[config.mk]
export PLATFORM = sky130hd
export DESIGN_NAME = eeg_wram_fetch_flat
export DESIGN_NICKNAME = d
export VERILOG_FILES = /design/src/rtl/eeg_wram_fetch_if.sv /design/src/rtl/eeg_wram_fetch.sv /design/src/flat_wrapper.sv
export SDC_FILE = /design/constraint.sdc
export NUM_CORES = 1
export LEC_CHECK = 0
export ABC_AREA = 1
export CAP_MARGIN = 20
export CORE_ASPECT_RATIO = 1.5
export CORE_MARGIN = 10
export CORE_UTILIZATION = 49
export CTS_CLUSTER_SIZE = 16
export DETAILED_ROUTE_END_ITERATION = 10
export PLACE_DENSITY = 0.76
export SYNTH_ARGS = -nofsm -noshare
export SYNTH_HDL_FRONTEND = slang
export SYNTH_SLANG_ARGS = --single-unit
[constraint.sdc]
create_clock -name clk -period 1.8 [get_ports clk]
set_input_delay 0.27 -clock clk [delete_from_list [all_inputs] [get_ports clk]]
set_output_delay 0.27 -clock clk [all_outputs]
set_load 0.1 [all_outputs]
[src/rtl/eeg_wram_fetch_if.sv]
// Handshake bundle between the WRAM fetch engine and its neighbours:
// command port, WRAM address/data channels and the downstream data port.
interface eeg_wram_fetch_if #(
    parameter int WRAM_ADD_AW  = 13,
    parameter int WRAM_DAT_DW  = 8,
    parameter int FETCH_LEN_DW = 13
);
    logic                    IS_IDLE;

    logic                    CFG_INFO_VLD;
    logic                    CFG_INFO_RDY;
    logic [WRAM_ADD_AW-1:0]  CFG_BASE_ADD;
    logic [WRAM_ADD_AW-1:0]  CFG_ADD_STP;
    logic [FETCH_LEN_DW-1:0] CFG_DAT_LEN;

    logic                    ETOW_ADD_VLD;
    logic                    ETOW_ADD_LST;
    logic                    ETOW_ADD_RDY;
    logic [WRAM_ADD_AW-1:0]  ETOW_ADD_ADD;

    logic                    WTOE_DAT_VLD;
    logic                    WTOE_DAT_LST;
    logic                    WTOE_DAT_RDY;
    logic [WRAM_DAT_DW-1:0]  WTOE_DAT_DAT;

    logic                    OUT_DAT_VLD;
    logic                    OUT_DAT_LST;
    logic                    OUT_DAT_RDY;
    logic [WRAM_DAT_DW-1:0]  OUT_DAT_DAT;

    // The fetch engine side.
    modport master (
        output IS_IDLE,
        input  CFG_INFO_VLD, CFG_BASE_ADD, CFG_ADD_STP, CFG_DAT_LEN,
        output CFG_INFO_RDY,
        output ETOW_ADD_VLD, ETOW_ADD_LST, ETOW_ADD_ADD,
        input  ETOW_ADD_RDY,
        input  WTOE_DAT_VLD, WTOE_DAT_LST, WTOE_DAT_DAT,
        output WTOE_DAT_RDY,
        output OUT_DAT_VLD, OUT_DAT_LST, OUT_DAT_DAT,
        input  OUT_DAT_RDY
    );

    // The environment: command source, WRAM bank and consumer.
    modport slave (
        input  IS_IDLE,
        output CFG_INFO_VLD, CFG_BASE_ADD, CFG_ADD_STP, CFG_DAT_LEN,
        input  CFG_INFO_RDY,
        input  ETOW_ADD_VLD, ETOW_ADD_LST, ETOW_ADD_ADD,
        output ETOW_ADD_RDY,
        output WTOE_DAT_VLD, WTOE_DAT_LST, WTOE_DAT_DAT,
        input  WTOE_DAT_RDY,
        input  OUT_DAT_VLD, OUT_DAT_LST, OUT_DAT_DAT,
        output OUT_DAT_RDY
    );
endinterface

[src/rtl/eeg_wram_fetch.sv]
// WRAM read initiator: issues a strided address stream and returns the read
// words in order through a credit-protected FIFO so WTOE_DAT_RDY never stalls.
module eeg_wram_fetch #(
    parameter int WRAM_ADD_AW  = 13,
    parameter int WRAM_DAT_DW  = 8,
    parameter int FETCH_LEN_DW = 13,
    parameter int FIFO_DEPTH   = 4
) (
    input  logic                 clk,
    input  logic                 rst_n,
    eeg_wram_fetch_if.master     bus
);

    localparam int PTR_W = $clog2(FIFO_DEPTH);
    localparam int CNT_W = $clog2(FIFO_DEPTH + 1);
    localparam logic [CNT_W-1:0] DEPTH_C = CNT_W'(FIFO_DEPTH);

    typedef enum logic [1:0] {
        ST_IDLE  = 2'd0,
        ST_FETCH = 2'd1,
        ST_DRAIN = 2'd2
    } state_t;

    state_t                  state_q, state_d;
    logic [WRAM_ADD_AW-1:0]  addr_q, addr_d;
    logic [WRAM_ADD_AW-1:0]  step_q, step_d;
    logic [FETCH_LEN_DW-1:0] len_q, len_d;
    logic [FETCH_LEN_DW-1:0] cnt_q, cnt_d;
    logic [CNT_W-1:0]        used_q, used_d;
    logic [CNT_W-1:0]        fill_q, fill_d;
    logic [PTR_W-1:0]        wr_ptr_q, wr_ptr_d;
    logic [PTR_W-1:0]        rd_ptr_q, rd_ptr_d;
    logic [WRAM_DAT_DW:0]    mem_q [FIFO_DEPTH];
    logic [WRAM_DAT_DW:0]    mem_d [FIFO_DEPTH];

    logic                    cfg_rdy;
    logic                    cfg_fire;
    logic                    addr_vld;
    logic                    addr_lst;
    logic                    addr_fire;
    logic                    fifo_full;
    logic                    fifo_empty;
    logic                    push;
    logic                    pop;
    logic [WRAM_DAT_DW:0]    head;

    assign cfg_rdy    = (state_q == ST_IDLE);
    assign cfg_fire   = bus.CFG_INFO_VLD & cfg_rdy;

    // Credit gate: never request more words than the FIFO can hold.
    assign addr_vld   = (state_q == ST_FETCH) && (used_q < DEPTH_C);
    assign addr_lst   = (state_q == ST_FETCH) && (cnt_q == len_q);
    assign addr_fire  = addr_vld & bus.ETOW_ADD_RDY;

    assign fifo_full  = (fill_q == DEPTH_C);
    assign fifo_empty = (fill_q == '0);
    assign push       = bus.WTOE_DAT_VLD & ~fifo_full;
    assign pop        = ~fifo_empty & bus.OUT_DAT_RDY;
    assign head       = mem_q[rd_ptr_q];

    assign bus.IS_IDLE      = cfg_rdy;
    assign bus.CFG_INFO_RDY = cfg_rdy;
    assign bus.ETOW_ADD_VLD = addr_vld;
    assign bus.ETOW_ADD_LST = addr_lst;
    assign bus.ETOW_ADD_ADD = addr_q;
    assign bus.WTOE_DAT_RDY = ~fifo_full;
    assign bus.OUT_DAT_VLD  = ~fifo_empty;
    assign bus.OUT_DAT_LST  = head[WRAM_DAT_DW];
    assign bus.OUT_DAT_DAT  = head[WRAM_DAT_DW-1:0];

    always_comb begin
        state_d = state_q;
        addr_d  = addr_q;
        step_d  = step_q;
        len_d   = len_q;
        cnt_d   = cnt_q;
        case (state_q)
            ST_IDLE: begin
                if (cfg_fire) begin
                    state_d = ST_FETCH;
                    addr_d  = bus.CFG_BASE_ADD;
                    step_d  = bus.CFG_ADD_STP;
                    len_d   = bus.CFG_DAT_LEN;
                    cnt_d   = '0;
                end
            end
            ST_FETCH: begin
                if (addr_fire) begin
                    addr_d = addr_q + step_q;
                    cnt_d  = cnt_q + 1'b1;
                    if (addr_lst) begin
                        state_d = ST_DRAIN;
                    end
                end
            end
            ST_DRAIN: begin
                if (pop && head[WRAM_DAT_DW]) begin
                    state_d = ST_IDLE;
                end
            end
            default: state_d = ST_IDLE;
        endcase
    end

    // Outstanding requests plus buffered words; a pop returns one credit.
    always_comb begin
        used_d = used_q;
        case ({addr_fire, pop})
            2'b10:   used_d = used_q + 1'b1;
            2'b01:   used_d = used_q - 1'b1;
            default: used_d = used_q;
        endcase
    end

    always_comb begin
        fill_d   = fill_q;
        wr_ptr_d = wr_ptr_q;
        rd_ptr_d = rd_ptr_q;
        mem_d    = mem_q;
        if (push) begin
            mem_d[wr_ptr_q] = {bus.WTOE_DAT_LST, bus.WTOE_DAT_DAT};
            wr_ptr_d        = wr_ptr_q + 1'b1;
        end
        if (pop) begin
            rd_ptr_d = rd_ptr_q + 1'b1;
        end
        case ({push, pop})
            2'b10:   fill_d = fill_q + 1'b1;
            2'b01:   fill_d = fill_q - 1'b1;
            default: fill_d = fill_q;
        endcase
    end

    always_ff @(posedge clk or negedge rst_n) begin
        if (!rst_n) begin
            state_q  <= ST_IDLE;
            addr_q   <= '0;
            step_q   <= '0;
            len_q    <= '0;
            cnt_q    <= '0;
            used_q   <= '0;
            fill_q   <= '0;
            wr_ptr_q <= '0;
            rd_ptr_q <= '0;
            for (int i = 0; i < FIFO_DEPTH; i++) begin
                mem_q[i] <= '0;
            end
        end else begin
            state_q  <= state_d;
            addr_q   <= addr_d;
            step_q   <= step_d;
            len_q    <= len_d;
            cnt_q    <= cnt_d;
            used_q   <= used_d;
            fill_q   <= fill_d;
            wr_ptr_q <= wr_ptr_d;
            rd_ptr_q <= rd_ptr_d;
            mem_q    <= mem_d;
        end
    end

endmodule

[src/flat_wrapper.sv]
// flat-port wrapper written by rule: the top's interface ports become plain ports
module eeg_wram_fetch_flat 
#(
    parameter int WRAM_ADD_AW  = 13,
    parameter int WRAM_DAT_DW  = 8,
    parameter int FETCH_LEN_DW = 13,
    parameter int FIFO_DEPTH   = 4
)
  (clk, rst_n, bus_IS_IDLE, bus_CFG_INFO_VLD, bus_CFG_BASE_ADD, bus_CFG_ADD_STP, bus_CFG_DAT_LEN, bus_CFG_INFO_RDY, bus_ETOW_ADD_VLD, bus_ETOW_ADD_LST, bus_ETOW_ADD_ADD, bus_ETOW_ADD_RDY, bus_WTOE_DAT_VLD, bus_WTOE_DAT_LST, bus_WTOE_DAT_DAT, bus_WTOE_DAT_RDY, bus_OUT_DAT_VLD, bus_OUT_DAT_LST, bus_OUT_DAT_DAT, bus_OUT_DAT_RDY);
  eeg_wram_fetch_if #(.WRAM_ADD_AW(WRAM_ADD_AW), .WRAM_DAT_DW(WRAM_DAT_DW), .FETCH_LEN_DW(FETCH_LEN_DW)) bus_i ();
  input  logic clk;
  input  logic rst_n;
  output wire logic [$bits(bus_i.IS_IDLE)-1:0] bus_IS_IDLE;
  input wire logic [$bits(bus_i.CFG_INFO_VLD)-1:0] bus_CFG_INFO_VLD;
  input wire logic [$bits(bus_i.CFG_BASE_ADD)-1:0] bus_CFG_BASE_ADD;
  input wire logic [$bits(bus_i.CFG_ADD_STP)-1:0] bus_CFG_ADD_STP;
  input wire logic [$bits(bus_i.CFG_DAT_LEN)-1:0] bus_CFG_DAT_LEN;
  output wire logic [$bits(bus_i.CFG_INFO_RDY)-1:0] bus_CFG_INFO_RDY;
  output wire logic [$bits(bus_i.ETOW_ADD_VLD)-1:0] bus_ETOW_ADD_VLD;
  output wire logic [$bits(bus_i.ETOW_ADD_LST)-1:0] bus_ETOW_ADD_LST;
  output wire logic [$bits(bus_i.ETOW_ADD_ADD)-1:0] bus_ETOW_ADD_ADD;
  input wire logic [$bits(bus_i.ETOW_ADD_RDY)-1:0] bus_ETOW_ADD_RDY;
  input wire logic [$bits(bus_i.WTOE_DAT_VLD)-1:0] bus_WTOE_DAT_VLD;
  input wire logic [$bits(bus_i.WTOE_DAT_LST)-1:0] bus_WTOE_DAT_LST;
  input wire logic [$bits(bus_i.WTOE_DAT_DAT)-1:0] bus_WTOE_DAT_DAT;
  output wire logic [$bits(bus_i.WTOE_DAT_RDY)-1:0] bus_WTOE_DAT_RDY;
  output wire logic [$bits(bus_i.OUT_DAT_VLD)-1:0] bus_OUT_DAT_VLD;
  output wire logic [$bits(bus_i.OUT_DAT_LST)-1:0] bus_OUT_DAT_LST;
  output wire logic [$bits(bus_i.OUT_DAT_DAT)-1:0] bus_OUT_DAT_DAT;
  input wire logic [$bits(bus_i.OUT_DAT_RDY)-1:0] bus_OUT_DAT_RDY;
  assign bus_IS_IDLE = bus_i.IS_IDLE;
  assign bus_i.CFG_INFO_VLD = bus_CFG_INFO_VLD;
  assign bus_i.CFG_BASE_ADD = bus_CFG_BASE_ADD;
  assign bus_i.CFG_ADD_STP = bus_CFG_ADD_STP;
  assign bus_i.CFG_DAT_LEN = bus_CFG_DAT_LEN;
  assign bus_CFG_INFO_RDY = bus_i.CFG_INFO_RDY;
  assign bus_ETOW_ADD_VLD = bus_i.ETOW_ADD_VLD;
  assign bus_ETOW_ADD_LST = bus_i.ETOW_ADD_LST;
  assign bus_ETOW_ADD_ADD = bus_i.ETOW_ADD_ADD;
  assign bus_i.ETOW_ADD_RDY = bus_ETOW_ADD_RDY;
  assign bus_i.WTOE_DAT_VLD = bus_WTOE_DAT_VLD;
  assign bus_i.WTOE_DAT_LST = bus_WTOE_DAT_LST;
  assign bus_i.WTOE_DAT_DAT = bus_WTOE_DAT_DAT;
  assign bus_WTOE_DAT_RDY = bus_i.WTOE_DAT_RDY;
  assign bus_OUT_DAT_VLD = bus_i.OUT_DAT_VLD;
  assign bus_OUT_DAT_LST = bus_i.OUT_DAT_LST;
  assign bus_OUT_DAT_DAT = bus_i.OUT_DAT_DAT;
  assign bus_i.OUT_DAT_RDY = bus_OUT_DAT_RDY;
  eeg_wram_fetch #(.WRAM_ADD_AW(WRAM_ADD_AW), .WRAM_DAT_DW(WRAM_DAT_DW), .FETCH_LEN_DW(FETCH_LEN_DW), .FIFO_DEPTH(FIFO_DEPTH)) u_core (.clk(clk), .rst_n(rst_n), .bus(bus_i));
endmodule
Word-level counts from Yosys, hierarchy flattened. Index checks and enable logic that the tools add are counted.

Bits in registers: 100.

Reduce and logical (&&, ||, !) cells: 12. Equality and inequality tests: 12. Mux-type cells: 19. Bitwise operators: 8. $add $sub $neg: 8. Magnitude comparators: 4.

Operators with widths (number): 13-bit two-way mux (4); 13-bit one-hot mux with 2 select lines (2); 36-bit bitwise mux (1); 9-bit two-way mux (3); 9-bit binary-select mux with 2-bit select (1); 9-bit demux with 2-bit select (1); 13-bit by 1-bit adder with 13-bit output (second input constant) (1); 13-bit adder (1); 13-bit equality test (1); 3-bit one-hot mux with 2 select lines (2); 2-bit two-way mux (4); 3-bit by 1-bit adder with 3-bit output (second input constant) (2); 2-bit by 1-bit equality test with 1-bit output (second input constant) (3); 2-bit equality test (second input constant) (3); 3-bit greater-or-equal comparator (second input constant) (2); 2-bit inverter with 3-bit output (2); 2-bit one-hot mux with 3 select lines (1); 2-bit nonzero test (3); 3-bit by 1-bit subtractor with 3-bit output (second input constant) (2); 2-bit by 1-bit adder with 2-bit output (second input constant) (2); 1-bit bitwise AND (4); 1-bit logical AND (4); 2-bit by 1-bit != test with 1-bit output (second input constant) (2); 2-bit != test (second input constant) (2); other kinds (9) (10).

Logic depth before layout (Yosys ltp).
Word-level depth: 7. Depth in mapped cells: 11. Gate-level depth less buffers: 11.

Worst setup path after synthesis. OpenSTA, ideal clock, no wires.

Path type: register to register. Start point: register u_core.state_q[0]. End point: register u_core.addr_q[4] (netlist: u_core.bus.ETOW_ADD_ADD[4]). Arrival: 2.665 ns. Period minus slack after synthesis: 2.790 ns. Required time: 1.675 ns. Stages on the path, launching flop included: 8. Path buffers: 1. Setup slack: -0.990 ns. Cell sequence: dfrtp_1 -> nor2_1 -> nand2_1 -> nand2_4 -> inv_2 -> buf_2 -> nand2_1 -> o21ai_1.

Elaborated cells between the ends (all ways): 10. Those cells by class: eq/ne (3); mux (1); bitwise (2); reduce/logical (4).

RTL lines: start, declared (line eeg_wram_fetch.sv:24) `state_t state_q, state_d;`; start signal, assigned (line eeg_wram_fetch.sv:149) `state_q <= state_d;`; 2-bit logical NOT (*) (line eeg_wram_fetch.sv:47) `assign cfg_rdy = (state_q == ST_IDLE);`; via bus_CFG_INFO_RDY (line flat_wrapper.sv:18) `output wire logic [$bits(bus_i.CFG_INFO_RDY)-1:0] bus_CFG_INFO_RDY;`; 1-bit bitwise AND (line eeg_wram_fetch.sv:48) `assign cfg_fire = bus.CFG_INFO_VLD & cfg_rdy;`; 2-bit != test (no source line); 3-bit AND reduction (no source line); end signal, assigned (line eeg_wram_fetch.sv:150) `addr_q <= addr_d;`; end, declared (line eeg_wram_fetch.sv:25) `logic [WRAM_ADD_AW-1:0] addr_q, addr_d;`.

The timed path passes the listed nets; every way through them passes the cells marked *. A chain may end at the register's enable or synchronous reset.

Worst setup path in the final report.
Start point: register u_core.cnt_q[1]. End point: output bus_ETOW_ADD_LST.

Longest elaborated chain between the ends: 2.

RTL lines: start, declared (line eeg_wram_fetch.sv:28) `logic [FETCH_LEN_DW-1:0] cnt_q, cnt_d;`; start signal, assigned (line eeg_wram_fetch.sv:153) `cnt_q <= cnt_d;`; 13-bit equality test (line eeg_wram_fetch.sv:52) `assign addr_lst = (state_q == ST_FETCH) && (cnt_q == len_q);`; 1-bit logical AND (line eeg_wram_fetch.sv:52); end, declared (line flat_wrapper.sv:20) `output wire logic [$bits(bus_i.ETOW_ADD_LST)-1:0] bus_ETOW_ADD_LST;`.

Every way passes these cells.

==> run metrics <==
status finished with violations; failing checks setup timing; synth warn 0; DRC 0; overall die width 105.7 µm; Core Region 10710 µm²; Yosys cell types 32; vias post-DR 5118; chip height 148.6 µm; min Tclk post-route 1.953 ns; CTS H-tree lvls 3; worst reg2reg path startpoint u_core.bus.ETOW_ADD_ADD[0]$_DFFE_PN0P_; worst slew pin tran 0.5643 ns; clock root buffer clkbuf_16; Setup Skew 0.009952 ns; synthesized area 5400 µm²; full die area 15710 µm²; crit path launch type flop; PnR worst setup slack -0.1527 ns; Fmax 512.1 MHz; largest net degree at the start of global routing 41; CP Capture Type output port; GRT Total Usage 0.1995; CTS buffer count 9; Skew-Pair Late Insertion Delay 0.35 ns; Starting Density 0.5044; slowest cell delay on critical path 0.41 ns; CTS tree yes; area of the multi-input gates 3007 µm²; P per Cell Area 2110 nW/µm²; CP Cell Sequence inv_2 > nor2_1 > nor2_1 > nand4_1 > nor2_2 > nand2_2 > nor2_4 > buf_12; Worst-path clk slew 0.07 ns; RD Place Congestion 0.9290; DR iter-0 viols 227; routed wire length per instance 16.36 µm; FF-to-FF End u_core.bus.ETOW_ADD_ADD[10]$_DFFE_PN0P_; GRT overflow 0; Worst Path Class, Setup reg2out; CP max-delay cell dfrtp_1; antenna cells 0; post-synthesis sequential area ratio 0.4634; initial antenna violation count 0; drt first pass iters 4; dpl ws -0.1468 ns; Post-layout nets 889; arrival time of the worst setup path 1.68 ns; synthesized instance count 700; Hold Crit Class in2async; cells on worst reg2reg path 10; Via density 5.320; most frequent CP cell nor2_1; Detail Route Antenna Nets 0; Required @ worst endpoint 1.53 ns; r2r setup slk -0.06 ns; fraction of layout cells with a size suffix above 1 0.2311; post-DP HPWL 10.99 mm; Row Count 46; syn nets 776; Port Buf Inserts 81; Ports 82; period utilization 1.085; endpoints failing hold 0; Slew HR 0.6238; Clock Tree Buf Depth 2; Synth Register Bits 100; Final Setup Violations 13; WL final 15.74 mm; Pins Over Slew Limit 0; clk sinks 100; hold slack 0.4573 ns; VDD IR max 0.002406 V; Mapped Avg Cell Area 7.715 µm²; leakage power 3.715 nW; maxcap violations 0; vias in the first global route 5493; Syn-to-layout area delta 43.61%; Sequential Area 2525 µm²; RSZ-0062 raised after global routing yes; filler instances 798; global-route wire length before repair 25.75 mm; worst-path fanout max 3
==> metal layers <==
layer / routed length [µm] / global-route usage
met1: 5835 / 0.2018
met5: 0 / 0
met2: 8669 / 0.3775
met3: 650 / 0.03936
met4: 583 / 0.09579
==> cell type report <==
class                   count  share of cell area
multi-input cells         509              0.3877
clock buffers              13             0.03227
repair buffers            123              0.1910
clock inverters             3            0.005970
inverters                  70             0.03420
well taps                 144             0.02323
flip-flops and latches    100              0.3256
==> state kept, by name (all words and copies together) (netlist names), 3 cells and up <==
signal	cells
u_core.bus.ETOW_ADD_ADD	13
u_core.cnt_q	13
u_core.fill_q	3
u_core.len_q	13
u_core.mem_q	36
u_core.step_q	13
u_core.used_q	3
==> how the worst max path moves through the flow <==
stage / to / from / cells past startpoint / slack [ns]
after global routing: bus_ETOW_ADD_LST / u_core.cnt_q[9]$_DFFE_PN0P_ / 8 / -0.22
after CTS: bus_ETOW_ADD_LST / u_core.cnt_q[1]$_DFFE_PN0P_ / 8 / -0.18
after detailed placement: u_core.fill_q[2]$_DFFE_PN0P_ / bus_OUT_DAT_RDY / 8 / -0.15
after floorplan: u_core.used_q[1]$_DFFE_PN0P_ / u_core.fill_q[0]$_DFFE_PN0P_ / 8 / -0.22
after global placement: u_core.fill_q[2]$_DFFE_PN0P_ / bus_OUT_DAT_RDY / 8 / -0.12
final: bus_ETOW_ADD_LST / u_core.cnt_q[1]$_DFFE_PN0P_ / 8 / -0.15
==> cells in the mapped netlist, drive strengths merged <==
cell type | number | area (µm²)
o21ai | 78 | 390.4
clkinv | 1 | 3.750
and3 | 1 | 6.260
fa | 3 | 60.06
nand2 | 239 | 932.1
xnor2 | 15 | 131.4
a31oi | 2 | 12.51
buf | 12 | 68.82
nand4 | 10 | 62.56
o21a | 1 | 7.510
and2 | 1 | 6.260
nand3 | 29 | 145.1
clkbuf | 9 | 37.53
xor2 | 10 | 87.58
dfrtp | 100 | 2502
nor3 | 4 | 20.02
a21oi | 11 | 55.05
ha | 19 | 237.7
inv | 69 | 259.0
or2 | 1 | 6.260
nor2 | 76 | 311.5
o22ai | 9 | 56.30
==> cell families (layout without fill, tap and decap cells) <==
logic type | Yosys count | count (layout) | share of synthesized area
AND/OR/NAND/NOR | 361 | 361 | 0.2760
XOR/XNOR | 25 | 25 | 0.04055
adder cells (fa/ha/maj) | 22 | 22 | 0.05514
AO/OA/AOI/OAI | 101 | 101 | 0.09662
flip-flops | 100 | 100 | 0.4634
buffers and inverters | 91 | 209 | 0.06835
==> stage by stage <==
step / instance area [µm²] / utilization / instances / TNS, ns / power, mW
5_1_grt: 7755 / 0.7244 / 962 / -1.479 / 17.24
6_report: 7755 / 0.7244 / 962 / -0.5694 / 16.36
3_5_place_dp: 7009 / 0.6547 / 928 / -0.1916 / 13.15
2_1_floorplan: 5677 / - / 700 / -1.008 / 10.19
3_3_place_gp: 7009 / 0.6547 / 928 / -0.1173 / 12.90
4_1_cts: 7553 / 0.7056 / 955 / -0.3156 / 15.86
==> where the power goes <==
part | leakage [nW] | switching [mW] | internal (mW)
Sequential | 1.23 | 0.937 | 3.21
Clock | 0.140 | 0.842 | 1.12
Combinational | 2.34 | 6.24 | 4.02
Total | 3.71 | 8.02 | 8.35
==> layout by cell type, fill, tap and decap left out, drive strengths merged, types with 2 or more instances in the layout <==
master,netlist,final
ha,19,19
nor3,4,4
o22ai,9,9
xor2,10,10
dfrtp,100,100
xnor2,15,15
o21ai,78,78
a31oi,2,2
clkdlybuf4s50,0,52
nand2,239,239
clkbuf,9,13
nor2,76,76
buf,12,70
inv,69,70
a21oi,11,11
nand4,10,10
fa,3,3
nand3,29,29
==> critical path, delay by kind of cell, from the launching register on <==
family	cells	cell delay [ns]
flip-flops	1	0.41
buffers and inverters	2	0.24
AND/OR/NAND/NOR	6	0.68
==> repair_timing <==
| item | in CTS | in global routing |
|---|---|---|
| endpoints found under the hold margin | 36 | 0 |
| setup buffers | 7 | 8 |
| setup endpoints to repair | 11 | 18 |
| gates cloned | 3 | 0 |
| hold buffers | 1 | 0 |
| gates resized for setup | 54 | 35 |
| pin swaps | 14 | 14 |
Power figures use the tool's default switching activity.
